==> src/rtl/cam_ctrl_pkg.sv <==
// cam_ctrl shared types: opcodes, FSM states, depth helper.
// Imported by cam_ctrl and cam_free_find.
package cam_ctrl_pkg;

  typedef enum logic [1:0] {
    OP_LOOKUP = 2'd0,
    OP_INSERT = 2'd1,
    OP_DELETE = 2'd2,
    OP_RSVD   = 2'd3
  } op_e;

  typedef enum logic [2:0] {
    ST_IDLE   = 3'd0,
    ST_SEARCH = 3'd1,
    ST_WAIT   = 3'd2,
    ST_DECIDE = 3'd3,
    ST_WRITE  = 3'd4,
    ST_RESP   = 3'd5
  } state_e;

  localparam logic [31:0] STAT_MAX = 32'hFFFF_FFFF;

  function automatic int unsigned depth_f(
    input int unsigned aw
  );
    return 32'd1 << aw;
  endfunction

endpackage

==> src/rtl/cam_free_find.sv <==
// Lowest-zero finder over the entry valid bitmap.
// free_valid is low when every entry is in use.
module cam_free_find
  import cam_ctrl_pkg::*;
#(
  parameter int ADDR_WIDTH = 5
) (
  input  logic [depth_f(ADDR_WIDTH)-1:0] valid_i,
  output logic                           free_valid,
  output logic [ADDR_WIDTH-1:0]          free_index
);

  localparam int DEPTH = depth_f(ADDR_WIDTH);

  // Scan high to low so the lowest free index wins.
  always_comb begin
    free_valid = 1'b0;
    free_index = '0;
    for (int i = DEPTH - 1; i >= 0; i--) begin
      if (!valid_i[i]) begin
        free_valid = 1'b1;
        free_index = ADDR_WIDTH'(i);
      end
    end
  end

endmodule

==> src/rtl/cam_ctrl.sv <==
// CAM request sequencer: lookup/insert/delete with victim choice.
// Optional hit/miss/evict counters under macro CAM_CTRL_STATS_EN.
module cam_ctrl
  import cam_ctrl_pkg::*;
#(
  parameter int WIDTH      = 32,
  parameter int ADDR_WIDTH = 5,
  parameter int SEARCH_LAT = 1
) (
  input  logic                  clk_i,
  input  logic                  rst_i,
  input  logic                  req_valid_i,
  output logic                  req_ready_o,
  input  logic [1:0]            req_op_i,
  input  logic [WIDTH-1:0]      req_key_i,
  output logic                  rsp_valid_o,
  input  logic                  rsp_ready_i,
  output logic                  rsp_hit_o,
  output logic [ADDR_WIDTH-1:0] rsp_index_o,
  output logic                  rsp_evict_o,
  output logic                  rsp_err_o,
  output logic                  cam_search_enable_o,
  output logic [WIDTH-1:0]      cam_search_data_o,
  input  logic                  cam_search_valid_i,
  input  logic [ADDR_WIDTH-1:0] cam_search_index_i,
  output logic                  cam_write_enable_o,
  output logic [ADDR_WIDTH-1:0] cam_write_index_o,
  output logic [WIDTH-1:0]      cam_write_data_o
`ifdef CAM_CTRL_STATS_EN
  ,
  input  logic                  stat_clr_i,
  output logic [31:0]           stat_hits_o,
  output logic [31:0]           stat_misses_o,
  output logic [31:0]           stat_evicts_o
`endif
);

  localparam int DEPTH = depth_f(ADDR_WIDTH);
  localparam logic [1:0] WAIT_INIT =
    (SEARCH_LAT > 1) ? 2'(SEARCH_LAT - 1) : 2'd0;

  state_e                  state_q, state_d;
  op_e                     op_q, op_d;
  logic [WIDTH-1:0]        key_q, key_d;
  logic [1:0]              wcnt_q, wcnt_d;
  logic                    raw_q, raw_d;
  logic [ADDR_WIDTH-1:0]   idx_q, idx_d;
  logic [DEPTH-1:0]        valid_q, valid_d;
  logic [ADDR_WIDTH-1:0]   rr_q, rr_d;
  logic [ADDR_WIDTH-1:0]   tgt_q, tgt_d;
  logic                    hit_q, hit_d;
  logic [ADDR_WIDTH-1:0]   ridx_q, ridx_d;
  logic                    evict_q, evict_d;
  logic                    err_q, err_d;

  logic                    hit_now;
  logic [ADDR_WIDTH-1:0]   ins_tgt;
  logic                    free_valid;
  logic [ADDR_WIDTH-1:0]   free_index;

  cam_free_find #(
    .ADDR_WIDTH (ADDR_WIDTH)
  ) u_free (
    .valid_i    (valid_q),
    .free_valid (free_valid),
    .free_index (free_index)
  );

  // A match only counts if the entry is still marked valid.
  assign hit_now = raw_q & valid_q[idx_q];

  assign rsp_valid_o = (state_q == ST_RESP);
  assign rsp_hit_o   = hit_q;
  assign rsp_index_o = ridx_q;
  assign rsp_evict_o = evict_q;
  assign rsp_err_o   = err_q;

  // Next-state, bookkeeping and CAM port drive.
  always_comb begin
    state_d = state_q;
    op_d    = op_q;
    key_d   = key_q;
    wcnt_d  = wcnt_q;
    raw_d   = raw_q;
    idx_d   = idx_q;
    valid_d = valid_q;
    rr_d    = rr_q;
    tgt_d   = tgt_q;
    hit_d   = hit_q;
    ridx_d  = ridx_q;
    evict_d = evict_q;
    err_d   = err_q;
    ins_tgt = '0;
    req_ready_o         = 1'b0;
    cam_search_enable_o = 1'b0;
    cam_search_data_o   = '0;
    cam_write_enable_o  = 1'b0;
    cam_write_index_o   = '0;
    cam_write_data_o    = '0;
    unique case (state_q)
      ST_IDLE: begin
        req_ready_o = 1'b1;
        if (req_valid_i) begin
          op_d    = op_e'(req_op_i);
          key_d   = req_key_i;
          hit_d   = 1'b0;
          ridx_d  = '0;
          evict_d = 1'b0;
          err_d   = 1'b0;
          if (op_e'(req_op_i) == OP_RSVD) begin
            err_d   = 1'b1;
            state_d = ST_RESP;
          end else begin
            state_d = ST_SEARCH;
          end
        end
      end
      ST_SEARCH: begin
        cam_search_enable_o = 1'b1;
        cam_search_data_o   = key_q;
        if (SEARCH_LAT == 0) begin
          raw_d   = cam_search_valid_i;
          idx_d   = cam_search_index_i;
          state_d = ST_DECIDE;
        end else begin
          wcnt_d  = WAIT_INIT;
          state_d = ST_WAIT;
        end
      end
      ST_WAIT: begin
        if (wcnt_q == 2'd0) begin
          raw_d   = cam_search_valid_i;
          idx_d   = cam_search_index_i;
          state_d = ST_DECIDE;
        end else begin
          wcnt_d = wcnt_q - 2'd1;
        end
      end
      ST_DECIDE: begin
        state_d = ST_RESP;
        unique case (op_q)
          OP_LOOKUP: begin
            hit_d  = hit_now;
            ridx_d = hit_now ? idx_q : '0;
          end
          OP_DELETE: begin
            hit_d  = hit_now;
            ridx_d = hit_now ? idx_q : '0;
            if (hit_now) valid_d[idx_q] = 1'b0;
          end
          OP_INSERT: begin
            if (raw_q) begin
              // Reuse the matching slot; stale ones get rewritten.
              ins_tgt = idx_q;
              hit_d   = hit_now;
              if (!hit_now) state_d = ST_WRITE;
            end else begin
              if (free_valid) begin
                ins_tgt = free_index;
              end else begin
                ins_tgt = rr_q;
                evict_d = 1'b1;
                rr_d    = rr_q + 1'b1;
              end
              state_d = ST_WRITE;
            end
            tgt_d            = ins_tgt;
            ridx_d           = ins_tgt;
            valid_d[ins_tgt] = 1'b1;
          end
          default: ;
        endcase
      end
      ST_WRITE: begin
        cam_write_enable_o = 1'b1;
        cam_write_index_o  = tgt_q;
        cam_write_data_o   = key_q;
        state_d            = ST_RESP;
      end
      ST_RESP: begin
        if (rsp_ready_i) state_d = ST_IDLE;
      end
      default: state_d = ST_IDLE;
    endcase
  end

  // State and bookkeeping registers, synchronous active-low reset.
  always_ff @(posedge clk_i) begin
    if (!rst_i) begin
      state_q <= ST_IDLE;
      op_q    <= OP_LOOKUP;
      key_q   <= '0;
      wcnt_q  <= '0;
      raw_q   <= 1'b0;
      idx_q   <= '0;
      valid_q <= '0;
      rr_q    <= '0;
      tgt_q   <= '0;
      hit_q   <= 1'b0;
      ridx_q  <= '0;
      evict_q <= 1'b0;
      err_q   <= 1'b0;
    end else begin
      state_q <= state_d;
      op_q    <= op_d;
      key_q   <= key_d;
      wcnt_q  <= wcnt_d;
      raw_q   <= raw_d;
      idx_q   <= idx_d;
      valid_q <= valid_d;
      rr_q    <= rr_d;
      tgt_q   <= tgt_d;
      hit_q   <= hit_d;
      ridx_q  <= ridx_d;
      evict_q <= evict_d;
      err_q   <= err_d;
    end
  end

`ifdef CAM_CTRL_STATS_EN
  logic [31:0] hits_q, hits_d;
  logic [31:0] miss_q, miss_d;
  logic [31:0] evic_q, evic_d;
  logic        is_decide;

  assign is_decide     = (state_q == ST_DECIDE);
  assign stat_hits_o   = hits_q;
  assign stat_misses_o = miss_q;
  assign stat_evicts_o = evic_q;

  // Saturating counters; clear takes priority over counting.
  always_comb begin
    hits_d = hits_q;
    miss_d = miss_q;
    evic_d = evic_q;
    if (stat_clr_i) begin
      hits_d = '0;
      miss_d = '0;
      evic_d = '0;
    end else if (is_decide) begin
      if (op_q == OP_LOOKUP) begin
        if (hit_now && hits_q != STAT_MAX)
          hits_d = hits_q + 32'd1;
        if (!hit_now && miss_q != STAT_MAX)
          miss_d = miss_q + 32'd1;
      end
      if (op_q == OP_INSERT && !raw_q &&
          !free_valid && evic_q != STAT_MAX)
        evic_d = evic_q + 32'd1;
    end
  end

  // Counter registers.
  always_ff @(posedge clk_i) begin
    if (!rst_i) begin
      hits_q <= '0;
      miss_q <= '0;
      evic_q <= '0;
    end else begin
      hits_q <= hits_d;
      miss_q <= miss_d;
      evic_q <= evic_d;
    end
  end
`endif

endmodule

==> config.mk <==
export PLATFORM = sky130hd
export DESIGN_NAME = cam_ctrl
export DESIGN_NICKNAME = d
export VERILOG_FILES = /design/src/rtl/cam_ctrl_pkg.sv /design/src/rtl/cam_free_find.sv /design/src/rtl/cam_ctrl.sv
export SDC_FILE = /design/constraint.sdc
export NUM_CORES = 1
export LEC_CHECK = 0
export CAP_MARGIN = 20
export CORE_MARGIN = 1.5
export CORE_UTILIZATION = 35
export DETAILED_ROUTE_END_ITERATION = 6
export GPL_ROUTABILITY_DRIVEN = 0
export PLACE_DENSITY = 0.72
export SLEW_MARGIN = 40
export SYNTH_ARGS = -nofsm -noshare
export SYNTH_HDL_FRONTEND = slang
export SYNTH_SLANG_ARGS = --single-unit
==> constraint.sdc <==
create_clock -name clk_i -period 2.6 [get_ports clk_i]
set_input_delay 0.52 -clock clk_i [delete_from_list [all_inputs] [get_ports clk_i]]
set_output_delay 0.52 -clock clk_i [all_outputs]
set_load 0.01 [all_outputs]
==> metrics.txt, run 1 <==
# TYPE chip_impl_metric gauge
chip_impl_info{name="worstSetupEndpointType",value="primary output"} 1
chip_impl_metric{name="comb_power_share",unit="%"} 32.5
chip_impl_info{name="critical-path-slowest-cell",value="clkdlybuf4s50_1"} 1
chip_impl_metric{name="drt_wl_total",unit="um"} 16000
chip_impl_metric{name="detailed_place.area",unit="mm^2"} 0.00671
chip_impl_metric{name="worst_path_max_fanout",unit=""} 38
chip_impl_info{name="chain_of_cells_forming_the_critical_path",value="nor3b_4 > buf_12 > and2_1 > clkdlybuf4s50_1"} 1
chip_impl_info{name="clock-root-buffer",value="clkbuf_16"} 1
chip_impl_metric{name="die_h",unit="um"} 124
chip_impl_metric{name="buffer_ports.inserted",unit=""} 124
chip_impl_info{name="cp-startpoint",value="state_q[2]$_SDFFE_PN0P_"} 1
chip_impl_metric{name="relSlewSlack",unit="%"} 52.4
chip_impl_metric{name="synth_cells",unit=""} 644
chip_impl_metric{name="power_frac_clock",unit="%"} 27.4
chip_impl_info{name="tritoncts",value="done"} 1
chip_impl_metric{name="grt_first_pass_wirelength",unit="um"} 24700
chip_impl_info{name="min-delay-path-class",value="flip-flop to flip-flop"} 1
chip_impl_metric{name="hold-worst-slack",unit="ns"} 0.451
chip_impl_metric{name="gr-total-overflow",unit=""} 0
chip_impl_metric{name="crit_required",unit="ns"} 2.08
chip_impl_metric{name="vias",unit=""} 5225
chip_impl_metric{name="postCtsResizedCells",unit=""} 0
chip_impl_metric{name="cts_hold_buffers",unit=""} 0
chip_impl_metric{name="post-route-min-period",unit="ns"} 2.48
chip_impl_metric{name="antenna_found_initial",unit=""} 0
chip_impl_metric{name="floorplan.initialDensity",unit="%"} 36.2
chip_impl_metric{name="pin_count_of_the_biggest_net_entering_global_routing",unit=""} 50
chip_impl_info{name="rsz0062_at_grt",value="false"} 1
chip_impl_info{name="post_synth_top_flop",value="dfxtp_1"} 1
chip_impl_metric{name="numCtsBuffers",unit=""} 9
chip_impl_info{name="status",value="completed"} 1
chip_impl_metric{name="final-instance-count-excl-fill",unit=""} 961
chip_impl_metric{name="internal_power_consumption",unit="mW"} 2.89
chip_impl_metric{name="cts.repair_timing.setup_buffer_count",unit=""} 0
chip_impl_metric{name="viasPerCell",unit=""} 5.44
chip_impl_metric{name="design.core.area",unit="mm^2"} 0.0140
chip_impl_info{name="r2r_start",value="valid_q[13]$_SDFFE_PN0P_"} 1
chip_impl_metric{name="drt.antenna.violating_nets",unit=""} 0
chip_impl_info{name="regToRegEndpoint",value="valid_q[6]$_SDFFE_PN0P_"} 1
chip_impl_metric{name="yosysUniqueCellTypes",unit=""} 71
chip_impl_metric{name="ff2ff_setup_slack",unit="ns"} 0.17
chip_impl_metric{name="syn_nets",unit=""} 690
chip_impl_metric{name="switching_share_of_power",unit="%"} 34.5
chip_impl_metric{name="final_nets",unit=""} 823
chip_impl_metric{name="report.final.setup_viol",unit=""} 0
chip_impl_info{name="yosysMostFrequentCell",value="nand2_1"} 1
chip_impl_metric{name="cpPeakStageDelay",unit="ns"} 0.56
chip_impl_metric{name="ir_drop",unit="mV"} 0.282
chip_impl_metric{name="power_density",unit="mW/mm^2"} 632
chip_impl_metric{name="grt_pass1_vias",unit=""} 4763
chip_impl_metric{name="totalNegativeSetupSlack",unit="ns"} 0
chip_impl_info{name="synthTopCellsByCount",value="107 x nand2_1, 95 x dfxtp_1, 71 x and2_1"} 1
chip_impl_metric{name="slew_violations",unit=""} 0
chip_impl_metric{name="global_route.usage.total",unit="%"} 20.9
chip_impl_metric{name="share_seq_of_total_power",unit="%"} 40.1
chip_impl_metric{name="max_cap_violations",unit=""} 0
chip_impl_metric{name="postSynthAreaPerCell",unit="um^2"} 7.90
chip_impl_metric{name="cts_max_path_buffers",unit=""} 2
chip_impl_info{name="synth_top_area_cell",value="dfxtp_1"} 1
chip_impl_metric{name="fin_area",unit="mm^2"} 0.00699
chip_impl_metric{name="fin_worst_skew",unit="ns"} 0.00654
chip_impl_metric{name="i_o_pins",unit=""} 125
chip_impl_info{name="synth.area.top_cells",value="dfxtp_1 37%, and2_1 8.7%, nand2_1 7.9%, o211ai_1 5.3%, a21oi_1 5.1%"} 1
chip_impl_metric{name="placed_cells",unit=""} 946
chip_impl_metric{name="hold_viol_final",unit=""} 0
chip_impl_metric{name="areaGrowthSynthToFinish",unit="%"} 37.4
chip_impl_metric{name="first_pass_iters",unit=""} 5
chip_impl_metric{name="clock_sinks",unit=""} 95
chip_impl_metric{name="synth-warning-count",unit=""} 0
chip_impl_metric{name="reg2regPathDepth",unit=""} 7
chip_impl_metric{name="row_count",unit=""} 43
chip_impl_metric{name="wire_per_inst",unit="um"} 16.7
chip_impl_metric{name="asyncSetResetFlopFracSynth",unit="%"} 0
chip_impl_metric{name="cts-htree-levels",unit=""} 3
chip_impl_metric{name="netSwitchingPower",unit="mW"} 1.53
chip_impl_metric{name="synth_top_cell_area_share",unit="%"} 37.4
chip_impl_metric{name="p_leak",unit="nW"} 2.36
chip_impl_metric{name="arrival",unit="ns"} 1.96
chip_impl_metric{name="drt_iter0_drc",unit=""} 570
chip_impl_metric{name="floorplan.die_area",unit="mm^2"} 0.0153
chip_impl_info{name="crit_type",value="flip-flop to primary output"} 1
chip_impl_metric{name="fin_crit_sh",unit="%"} 95.6
chip_impl_metric{name="clk_transition_reported_paths",unit="ns"} 0.06
chip_impl_metric{name="synth_seq_cells",unit=""} 95
chip_impl_metric{name="drc_viols",unit=""} 0
chip_impl_metric{name="drive_gt1_share",unit="%"} 9.35
chip_impl_info{name="timing.critical_path.from_type",value="flip-flop"} 1
chip_impl_metric{name="worstSkewPairLatency",unit="ns"} 0.35
chip_impl_metric{name="synth-edff-count",unit=""} 0
chip_impl_metric{name="syn-cell-area",unit="mm^2"} 0.00509
chip_impl_metric{name="dp_hpwl",unit="um"} 11600
chip_impl_metric{name="die_x",unit="um"} 124
chip_impl_metric{name="power.total",unit="mW"} 4.42
chip_impl_metric{name="maxClockFrequency",unit="GHz"} 0.402
chip_impl_metric{name="antenna-diode-count",unit=""} 0
chip_impl_metric{name="fill_cells",unit=""} 1361
chip_impl_info{name="cp-endpoint",value="cam_write_index_o[4]"} 1
chip_impl_metric{name="worstMarginPinSlew",unit="ns"} 0.710
chip_impl_metric{name="synth-seq-area-share",unit="%"} 37.4
cell families after synthesis:
group | share of synthesized area, %
compound gates | 21.9
xor+xnor | 0.861
fa+ha+maj | 0.492
buf+inv | 4.11
flops | 37.4
mux | 4.85
simple gates | 30.4
sequential cells by signal (all words and copies together) (netlist names):
register,flops
rr_q,5
op_q,2
idx_q,5
rsp_hit_o,1
raw_q,1
tgt_q,5
valid_q,32
rsp_index_o,5
rsp_err_o,1
rsp_evict_o,1
state_q,3
key_q,32
wcnt_q,2
final cells by class:
class | count | area [um^2] | area share [%]
Clock buffer | 10 | 229 | 3.28
Tap cell | 180 | 225 | 3.22
Clock inverter | 5 | 35.0 | 0.501
Timing Repair Buffer | 160 | 1550 | 22.2
Multi-Input combinational cell | 497 | 2990 | 42.8
Inverter | 14 | 52.6 | 0.752
Sequential cell | 95 | 1900 | 27.2
power by group through the flow:
stage                     Sequential [mW]  Combinational (mW)  Clock [mW]
after floorplan                      1.70               0.895           0
after global placement               1.79                1.41           0
after detailed placement             1.80                1.42           0
after CTS                            1.77                1.42        1.23
after global routing                 1.80                1.57        1.30
final                                1.77                1.43        1.21
cell usage in the layout (no fill, tap or decap), types with 3 or more instances in the layout:
cell type and instances:
and2_1 71, o22ai_1 3, nor3_1 8, clkdlybuf4s50_1 124, nand2b_1 9, nor2b_1 3, o2111ai_1 4, o21ai_1 11
xor2_1 3, a211o_1 3, nand3_1 17, a31oi_1 7, buf_12 3, clkbuf_16 9, nand4_1 10, o21ai_0 36
inv_1 12, buf_4 32, or3_1 4, nand2_1 107, o211ai_1 36, nor4_1 3, dfxtp_1 94, mux2i_1 19
nor2_1 30, a21oi_1 52, nand3b_1 6
worst min path at each step:
stage	from	end	slack, ns	cells after the start
global placement	tgt_q[3]$_SDFFE_PN0P_	tgt_q[3]$_SDFFE_PN0P_	0.44	2
floorplan	tgt_q[0]$_SDFFE_PN0P_	tgt_q[0]$_SDFFE_PN0P_	0.43	2
detailed placement	tgt_q[4]$_SDFFE_PN0P_	tgt_q[4]$_SDFFE_PN0P_	0.44	2
CTS	tgt_q[4]$_SDFFE_PN0P_	tgt_q[4]$_SDFFE_PN0P_	0.45	2
finish	tgt_q[3]$_SDFFE_PN0P_	tgt_q[3]$_SDFFE_PN0P_	0.45	2
global route	tgt_q[4]$_SDFFE_PN0P_	tgt_q[4]$_SDFFE_PN0P_	0.47	2
worst max-delay path, delay by kind of cell, from the launching register on:
family | cells | cell delay (ns)
buf+inv | 2 | 0.76
flops | 1 | 0.43
simple gates | 2 | 0.40
stage by stage:
stage	utilization [%]	setup WS [ns]
after floorplan	-	0.546
after global placement	47.8	0.315
after detailed placement	47.8	0.236
after CTS	49.7	0.00549
after global routing	49.8	0.0120
final	49.8	0.115
layer usage:
layer	share of wire (%)	up-vias	GRT usage, %	routed length, um
li1	-	2565	-	-
met2	48	224	34.8	7630
met3	7.3	40	4.11	1170
met1	42	2396	26.1	6710
met5	0	-	0	0
met4	3.3	0	9.41	525
No activity file was read; power rests on OpenSTA's default activity.
==> run 2: changes to the inputs <==
- SLEW_MARGIN: 40 -> 0
==> results of run 2 <==
Same layout as run 1: the final DEF is identical, and so are final timing and power.
